$ cat src/rtl/muldiv_sequencer_if.sv
// rtl/muldiv_sequencer_if.sv - issue/datapath handshake bundle for the mul/div sequencer
interface muldiv_sequencer_if;
  logic       Start;
  logic       Op;
  logic       Div_zero;
  logic       LSB;
  logic       Rem_sign;
  logic       W_ctrl;
  logic [5:0] ALU_ctrl;
  logic       W_acc;
  logic       SRL_ctrl;
  logic       SLL_ctrl;
  logic       Q_bit;
  logic       Busy;
  logic       Ready;
  logic       Div_err;

  modport master (
    output Start, Op, Div_zero, LSB, Rem_sign,
    input  W_ctrl, ALU_ctrl, W_acc, SRL_ctrl, SLL_ctrl, Q_bit, Busy, Ready, Div_err
  );

  modport slave (
    input  Start, Op, Div_zero, LSB, Rem_sign,
    output W_ctrl, ALU_ctrl, W_acc, SRL_ctrl, SLL_ctrl, Q_bit, Busy, Ready, Div_err
  );
endinterface

$ cat src/rtl/muldiv_sequencer.sv
// rtl/muldiv_sequencer.sv - FSM sequencing shift-add multiply and restoring divide
module muldiv_sequencer #(
  parameter int WIDTH = 32,
  parameter int CNT_W = 6
) (
  input  logic              clk,
  input  logic              Reset,
  muldiv_sequencer_if.slave bus
);
  localparam logic [5:0]       ALU_ADDU  = 6'b001001;
  localparam logic [5:0]       ALU_SUBU  = 6'b100011;
  localparam logic [5:0]       ALU_NONE  = 6'b100010;
  localparam logic [CNT_W-1:0] LAST_ITER = CNT_W'(WIDTH - 1);

  typedef enum logic [2:0] {
    IDLE,
    LOAD,
    MUL_STEP,
    DIV_SUB,
    DIV_FIX,
    DONE
  } state_t;

  state_t           state, state_nxt;
  logic [CNT_W-1:0] cnt, cnt_nxt;
  logic             op_q, op_nxt;
  logic             err_q, err_nxt;

  logic       w_ctrl, w_acc, srl_ctrl, sll_ctrl, q_bit, busy, ready, div_err;
  logic [5:0] alu_ctrl;

  always_ff @(posedge clk or negedge Reset) begin
    if (!Reset) begin
      state <= IDLE;
      cnt   <= '0;
      op_q  <= 1'b0;
      err_q <= 1'b0;
    end else begin
      state <= state_nxt;
      cnt   <= cnt_nxt;
      op_q  <= op_nxt;
      err_q <= err_nxt;
    end
  end

  always_comb begin
    state_nxt = state;
    cnt_nxt   = cnt;
    op_nxt    = op_q;
    err_nxt   = err_q;
    w_ctrl    = 1'b0;
    w_acc     = 1'b0;
    srl_ctrl  = 1'b0;
    sll_ctrl  = 1'b0;
    q_bit     = 1'b0;
    ready     = 1'b0;
    div_err   = 1'b0;
    alu_ctrl  = ALU_NONE;
    busy      = (state != IDLE);

    case (state)
      IDLE: begin
        if (bus.Start) begin
          state_nxt = LOAD;
          op_nxt    = bus.Op;
          err_nxt   = 1'b0;
        end
      end
      LOAD: begin
        w_ctrl  = 1'b1;
        cnt_nxt = '0;
        if (!op_q) begin
          state_nxt = MUL_STEP;
        end else if (bus.Div_zero) begin
          state_nxt = DONE;
          err_nxt   = 1'b1;
        end else begin
          state_nxt = DIV_SUB;
        end
      end
      MUL_STEP: begin
        srl_ctrl = 1'b1;
        if (bus.LSB) begin
          alu_ctrl = ALU_ADDU;
          w_acc    = 1'b1;
        end
        if (cnt == LAST_ITER) state_nxt = DONE;
        else                  cnt_nxt   = cnt + 1'b1;
      end
      DIV_SUB: begin
        alu_ctrl  = ALU_SUBU;
        w_acc     = 1'b1;
        state_nxt = DIV_FIX;
      end
      DIV_FIX: begin
        sll_ctrl = 1'b1;
        // Negative trial remainder: add the divisor back and shift in a 0.
        if (bus.Rem_sign) begin
          alu_ctrl = ALU_ADDU;
          w_acc    = 1'b1;
        end else begin
          q_bit = 1'b1;
        end
        if (cnt == LAST_ITER) begin
          state_nxt = DONE;
        end else begin
          cnt_nxt   = cnt + 1'b1;
          state_nxt = DIV_SUB;
        end
      end
      DONE: begin
        ready     = 1'b1;
        div_err   = err_q;
        state_nxt = IDLE;
      end
      default: begin
        state_nxt = IDLE;
      end
    endcase
  end

  assign bus.W_ctrl   = w_ctrl;
  assign bus.ALU_ctrl = alu_ctrl;
  assign bus.W_acc    = w_acc;
  assign bus.SRL_ctrl = srl_ctrl;
  assign bus.SLL_ctrl = sll_ctrl;
  assign bus.Q_bit    = q_bit;
  assign bus.Busy     = busy;
  assign bus.Ready    = ready;
  assign bus.Div_err  = div_err;
endmodule

$ cat src/flat_wrapper.sv
// flat-port wrapper written by rule: the top's interface ports become plain ports
module muldiv_sequencer_flat 
#(
  parameter int WIDTH = 32,
  parameter int CNT_W = 6
)
  (clk, Reset, bus_Start, bus_Op, bus_Div_zero, bus_LSB, bus_Rem_sign, bus_W_ctrl, bus_ALU_ctrl, bus_W_acc, bus_SRL_ctrl, bus_SLL_ctrl, bus_Q_bit, bus_Busy, bus_Ready, bus_Div_err);
  muldiv_sequencer_if bus_i ();
  input  logic clk;
  input  logic Reset;
  input wire logic [$bits(bus_i.Start)-1:0] bus_Start;
  input wire logic [$bits(bus_i.Op)-1:0] bus_Op;
  input wire logic [$bits(bus_i.Div_zero)-1:0] bus_Div_zero;
  input wire logic [$bits(bus_i.LSB)-1:0] bus_LSB;
  input wire logic [$bits(bus_i.Rem_sign)-1:0] bus_Rem_sign;
  output wire logic [$bits(bus_i.W_ctrl)-1:0] bus_W_ctrl;
  output wire logic [$bits(bus_i.ALU_ctrl)-1:0] bus_ALU_ctrl;
  output wire logic [$bits(bus_i.W_acc)-1:0] bus_W_acc;
  output wire logic [$bits(bus_i.SRL_ctrl)-1:0] bus_SRL_ctrl;
  output wire logic [$bits(bus_i.SLL_ctrl)-1:0] bus_SLL_ctrl;
  output wire logic [$bits(bus_i.Q_bit)-1:0] bus_Q_bit;
  output wire logic [$bits(bus_i.Busy)-1:0] bus_Busy;
  output wire logic [$bits(bus_i.Ready)-1:0] bus_Ready;
  output wire logic [$bits(bus_i.Div_err)-1:0] bus_Div_err;
  assign bus_i.Start = bus_Start;
  assign bus_i.Op = bus_Op;
  assign bus_i.Div_zero = bus_Div_zero;
  assign bus_i.LSB = bus_LSB;
  assign bus_i.Rem_sign = bus_Rem_sign;
  assign bus_W_ctrl = bus_i.W_ctrl;
  assign bus_ALU_ctrl = bus_i.ALU_ctrl;
  assign bus_W_acc = bus_i.W_acc;
  assign bus_SRL_ctrl = bus_i.SRL_ctrl;
  assign bus_SLL_ctrl = bus_i.SLL_ctrl;
  assign bus_Q_bit = bus_i.Q_bit;
  assign bus_Busy = bus_i.Busy;
  assign bus_Ready = bus_i.Ready;
  assign bus_Div_err = bus_i.Div_err;
  muldiv_sequencer #(.WIDTH(WIDTH), .CNT_W(CNT_W)) u_core (.clk(clk), .Reset(Reset), .bus(bus_i));
endmodule
$ cat config.mk
export PLATFORM = sky130hd
export DESIGN_NAME = muldiv_sequencer_flat
export DESIGN_NICKNAME = d
export VERILOG_FILES = /design/src/rtl/muldiv_sequencer_if.sv /design/src/rtl/muldiv_sequencer.sv /design/src/flat_wrapper.sv
export SDC_FILE = /design/constraint.sdc
export NUM_CORES = 1
export LEC_CHECK = 0
export BUFFER_PORTS_ARGS = -buffer_cell sky130_fd_sc_hd__buf_2
export CAP_MARGIN = 20
export CORE_MARGIN = 4
export CORE_UTILIZATION = 49
export CTS_CLUSTER_DIAMETER = 30
export DETAILED_ROUTE_END_ITERATION = 10
export HOLD_SLACK_MARGIN = 0.02
export PLACE_DENSITY = 0.76
export SYNTH_ARGS = -nofsm -noshare
export SYNTH_HDL_FRONTEND = slang
export SYNTH_SLANG_ARGS = --single-unit
$ cat constraint.sdc
create_clock -name clk -period 1.9 [get_ports clk]
set_input_delay 0.095 -clock clk [delete_from_list [all_inputs] [get_ports clk]]
set_output_delay 0.095 -clock clk [all_outputs]
set_load 0.1 [all_outputs]
* After elaboration in Yosys (flattened, before gate mapping) *
Index checks and enable logic that the tools add are counted.

word-level totals
  bits in registers = 11
  bits in latches = 0
  memory bits (writable) = 0
  memory bits (read-only) = 0
  bits of input ports = 7
  output and inout bits = 14
  word-level logic and storage cells = 50
  memories kept = 0

operators by class
  add/subtract/negate cells = 1
  $mul = 0
  div/mod/pow operators = 0
  magnitude comparators = 0
  eq/ne operators = 11
  shifts and indexed selects = 0
  multiplexer cells = 25
  bitwise operators = 0
  reductions and logical operators = 9

operators with widths
  operator                                                          count
  6-bit 2-to-1 mux                                                  3
  6-bit one-hot mux with 3 select lines                             1
  3-bit 2-to-1 mux                                                  5
  3-bit one-hot mux with 5 select lines                             1
  1-bit 2-to-1 mux                                                  12
  6-bit one-hot mux with 2 select lines                             1
  6-bit by 1-bit adder with 6-bit output (second input constant)    1
  3-bit by 2-bit == test with 1-bit output (second input constant)  2
  3-bit == test (second input constant)                             2
  6-bit by 5-bit == test with 1-bit output (second input constant)  1
  2-bit != test (second input constant)                             3
  2-bit AND reduction                                               3
  2-bit by 1-bit != test with 1-bit output (second input constant)  2
  4-bit AND reduction                                               1
  2-bit nonzero test                                                2
  3-bit by 1-bit == test with 1-bit output (second input constant)  1
  3-bit logical NOT                                                 1
  1-bit one-hot mux with 3 select lines                             1
  3-bit nonzero test                                                1
  1-bit one-hot mux with 2 select lines                             1
  2-bit OR reduction                                                1

* Longest topological paths before layout *
  word-level depth = 4
  mapped depth = 5
  depth with buffers taken out = 4

* Worst setup path after synthesis *
OpenSTA, ideal clock, no wires.

  path kind = register -> output
  start = reg u_core.state[2]
  end = out bus_ALU_ctrl[5]
  data arrival time = 4263 ps
  required time = 1805 ps
  setup slack = -2458 ps
  stages on the path, launching flop included = 6
  buffers on the path = 2
  cells stage by stage = dfrtp_1 buf_2 nand2b_1 nor2_1 a21boi_0 buf_4

on the way
  longest elaborated chain between the ends = 2
  elaborated cells between the ends (all ways) = 4
  those cells by class = eq/ne (3); mux (1)

ends and longest elaborated chain
  what                                                                       line                    source
  start: declaration                                                         muldiv_sequencer.sv:24  state_t state, state_nxt;
  start signal: assignment                                                   muldiv_sequencer.sv:39  state <= state_nxt;
  3-bit == test or 3-bit by 2-bit == test with 1-bit output (tied branches)  muldiv_sequencer.sv:61  case (state)
  6-bit one-hot mux with 3 select lines (*)                                  muldiv_sequencer.sv:61
  end: declaration                                                           flat_wrapper.sv:17      output wire logic [$bits(bus_i.ALU_ctrl)-1:0] bus_ALU_ctrl;

Every way passes the cells marked *; elsewhere a longest branch is shown, timed or not.

* Worst setup path in the final report *
  start = reg u_core.state[1]
  end = out bus_ALU_ctrl[3]

Same word-level chain as after synthesis.

==> out/qor.yml <==
dieArea_sq_um: 2170
netlist_instances: 76
synth-compound-area-share: 0.240
reg2reg_slack_ns: 0.19
grt_antenna_before_repair: 0
antenna_cells: 0
ys_warn_count: 0
drtIter0Drc: 23
path_delay_family: "flip-flops"
cts_tree: "built"
place_hpwl_microns: 1280
ys_seq_area_frac: 0.377
status: "finished clean"
holdPathEnd: "u_core.err_q"
ctsLongestPathBuffers: 2
synth_seq_cells: 11
tightest_slew_ns: 0.540
min_path_cells: 2
max_freq_ghz: 0.562
insertion_delay_ns: 0.26
grt_pass1_vias: 597
ant_nets: 0
synth_top_family_by_area: "compound AO/OA/AOI/OAI gates"
gp_congestion: 0.789
drc: 0
post-cts-setup-buffers: 0
clock-sinks: 11
r2r_end: "u_core.cnt[1]"
slew_viol_final: 0
path_max_fanout: 11
routed_via_density: 5.88
crit_chain: "nand2b_1, nor2_4, a22o_2, buf_12"
critPathRequiredTime_ns: 1.80
grt_usage: 0.179
grt_start_max_net_pins: 17
cp-end-kind: "output pin"
clk_pin_slew_ns: 0.07
fp.coreArea_sq_um: 1350
path_class: "reg -> out"
syn_area_sq_um: 729
wire_per_inst_microns: 15.0
drive_gt1_frac: 0.409
start_kind: "register"
ctsRootBufferMaster: "clkbuf_4"
io_buffers: 18
cp_slowest_cell: "dfrtp_1"
synthXorXnorAreaFrac: 0.0240
arrival_ns: 1.68
nFillCells: 99
dieHeight_microns: 46.6
finalCritPeriodShare: 0.936
htree_levels: 1
cpPeakStageDelay_ns: 0.60
grt_first_pass_wirelength_microns: 2700
area_growth_pct: 37.9
num_io_pins: 21
syn_area_per_cell_sq_um: 9.60
timing.rr.start: "u_core.cnt[0]"
vias: 635
hold_class: "in -> reg"
r2r_cells: 4
min_from: "bus_Start"
maxCapViolCount: 0
layout_setup_ws_ns: 0.122
muxShareOfSynthArea: 0.0446
synth-simple-area-share: 0.206
place_ws_ns: 0.203
final_hold_viol_count: 0
ys_types: 40
synth_async_sr_flop_share: 1.00
relSlewSlack: 0.637
globalRouteOverflowTotal: 0
finalNetCount: 102
rows: 13
grt_setup_unrepaired: "false"
drt-pass1-iter-count: 4
skew_ns: 0.00498
synthAdderAreaFrac: 0.0172
die_x_microns: 46.6
synthFlopType: "dfrtp_1"
cts_buffers: 3
wl_microns: 1620
synth_edf_count: 0
setup_viol: 0
cp_num_buf_inv: 1
initial_core_util: 0.540
min_period_ns: 1.78
## per-layer routing
layer | GRT usage | routed length (microns)
met3 | 0.0352 | 73
met2 | 0.264 | 835
met4 | 0.0682 | 0
met1 | 0.255 | 712
met5 | 0 | 0
## logic make-up (layout without fill, tap and decap cells)
group / Yosys count / count (layout)
multiplexers: 3 / 3
adder cells (fa/ha/maj): 1 / 1
XOR/XNOR: 2 / 2
buffers and inverters: 11 / 27
other: 1 / 2
AND/OR/NAND/NOR: 25 / 25
AO/OA/AOI/OAI: 22 / 22
flip-flops: 11 / 11
## how the worst max path moves through the flow
stage | cells after the start | end | startpoint | slack (ns)
floorplan | 5 | bus_ALU_ctrl[0] | u_core.state[1] | -0.39
global placement | 4 | u_core.cnt[1] | u_core.cnt[0] | 0.24
detailed placement | 4 | u_core.cnt[1] | u_core.cnt[0] | 0.20
CTS | 3 | bus_W_ctrl | u_core.state[0] | 0.03
global route | 4 | bus_ALU_ctrl[3] | u_core.state[1] | 0.01
finish | 4 | bus_ALU_ctrl[3] | u_core.state[1] | 0.12
## state kept, by name (all words and copies together), names as in the netlist
signal        cells
u_core.state      3
u_core.op_q       1
u_core.err_q      1
u_core.cnt        6
## cell usage after synthesis (2+ instances only)
master	instances	area, sq um
nand2_1	5	18.8
nand4b_1	2	17.5
buf_4	5	37.5
buf_2	2	10.0
o21ai_0	3	15.0
o31ai_1	2	15.0
a21boi_0	2	15.0
inv_1	3	11.3
o311ai_0	2	17.5
dfrtp_1	11	275
nand2b_1	2	12.5
a21oi_1	2	10.0
mux2_2	2	22.5
nor2_1	4	15.0
and2_1	3	18.8
nor2b_1	2	12.5
## per-stage QoR
step,hold WS [ns],std cells,setup TNS [ns],utilization,area (sq um)
2_1_floorplan,-0.201,77,-1.58,-,807
3_3_place_gp,-0.0257,103,0,0.715,966
3_5_place_dp,-0.0225,103,0,0.715,966
4_1_cts,0.0456,108,0,0.742,1000
5_1_grt,0.0570,108,0,0.745,1010
6_report,0.0530,108,0,0.745,1010
## cell usage in the layout, fill, tap and decap left out, types with 3 or more instances in the layout
master / instances
clkbuf_4: 4
buf_2: 9
nand2_1: 4
dfrtp_1: 10
buf_12: 8
inv_1: 3
nor2_1: 3
## timing repair
item / 4_1_cts / 5_1_grt
endpoints found under the hold margin: 11 / 0
hold buffers: 1 / 0
endpoints found under the setup margin: 0 / 6
gates resized for setup: 0 / 2
## cell type report
class                           instances  area [sq um]  area share
Multi-Input combinational cell         55           447       0.444
Sequential cell                        11           277       0.275
Timing Repair Buffer                   19           223       0.221
Clock buffer                            4          26.3      0.0261
Tap cell                               15          18.8      0.0187
Inverter                                4          15.0      0.0149
Power is left out: the tool's default activity adds up to more than one toggle a clock period on the data nets, which glitch-free logic cannot reach.
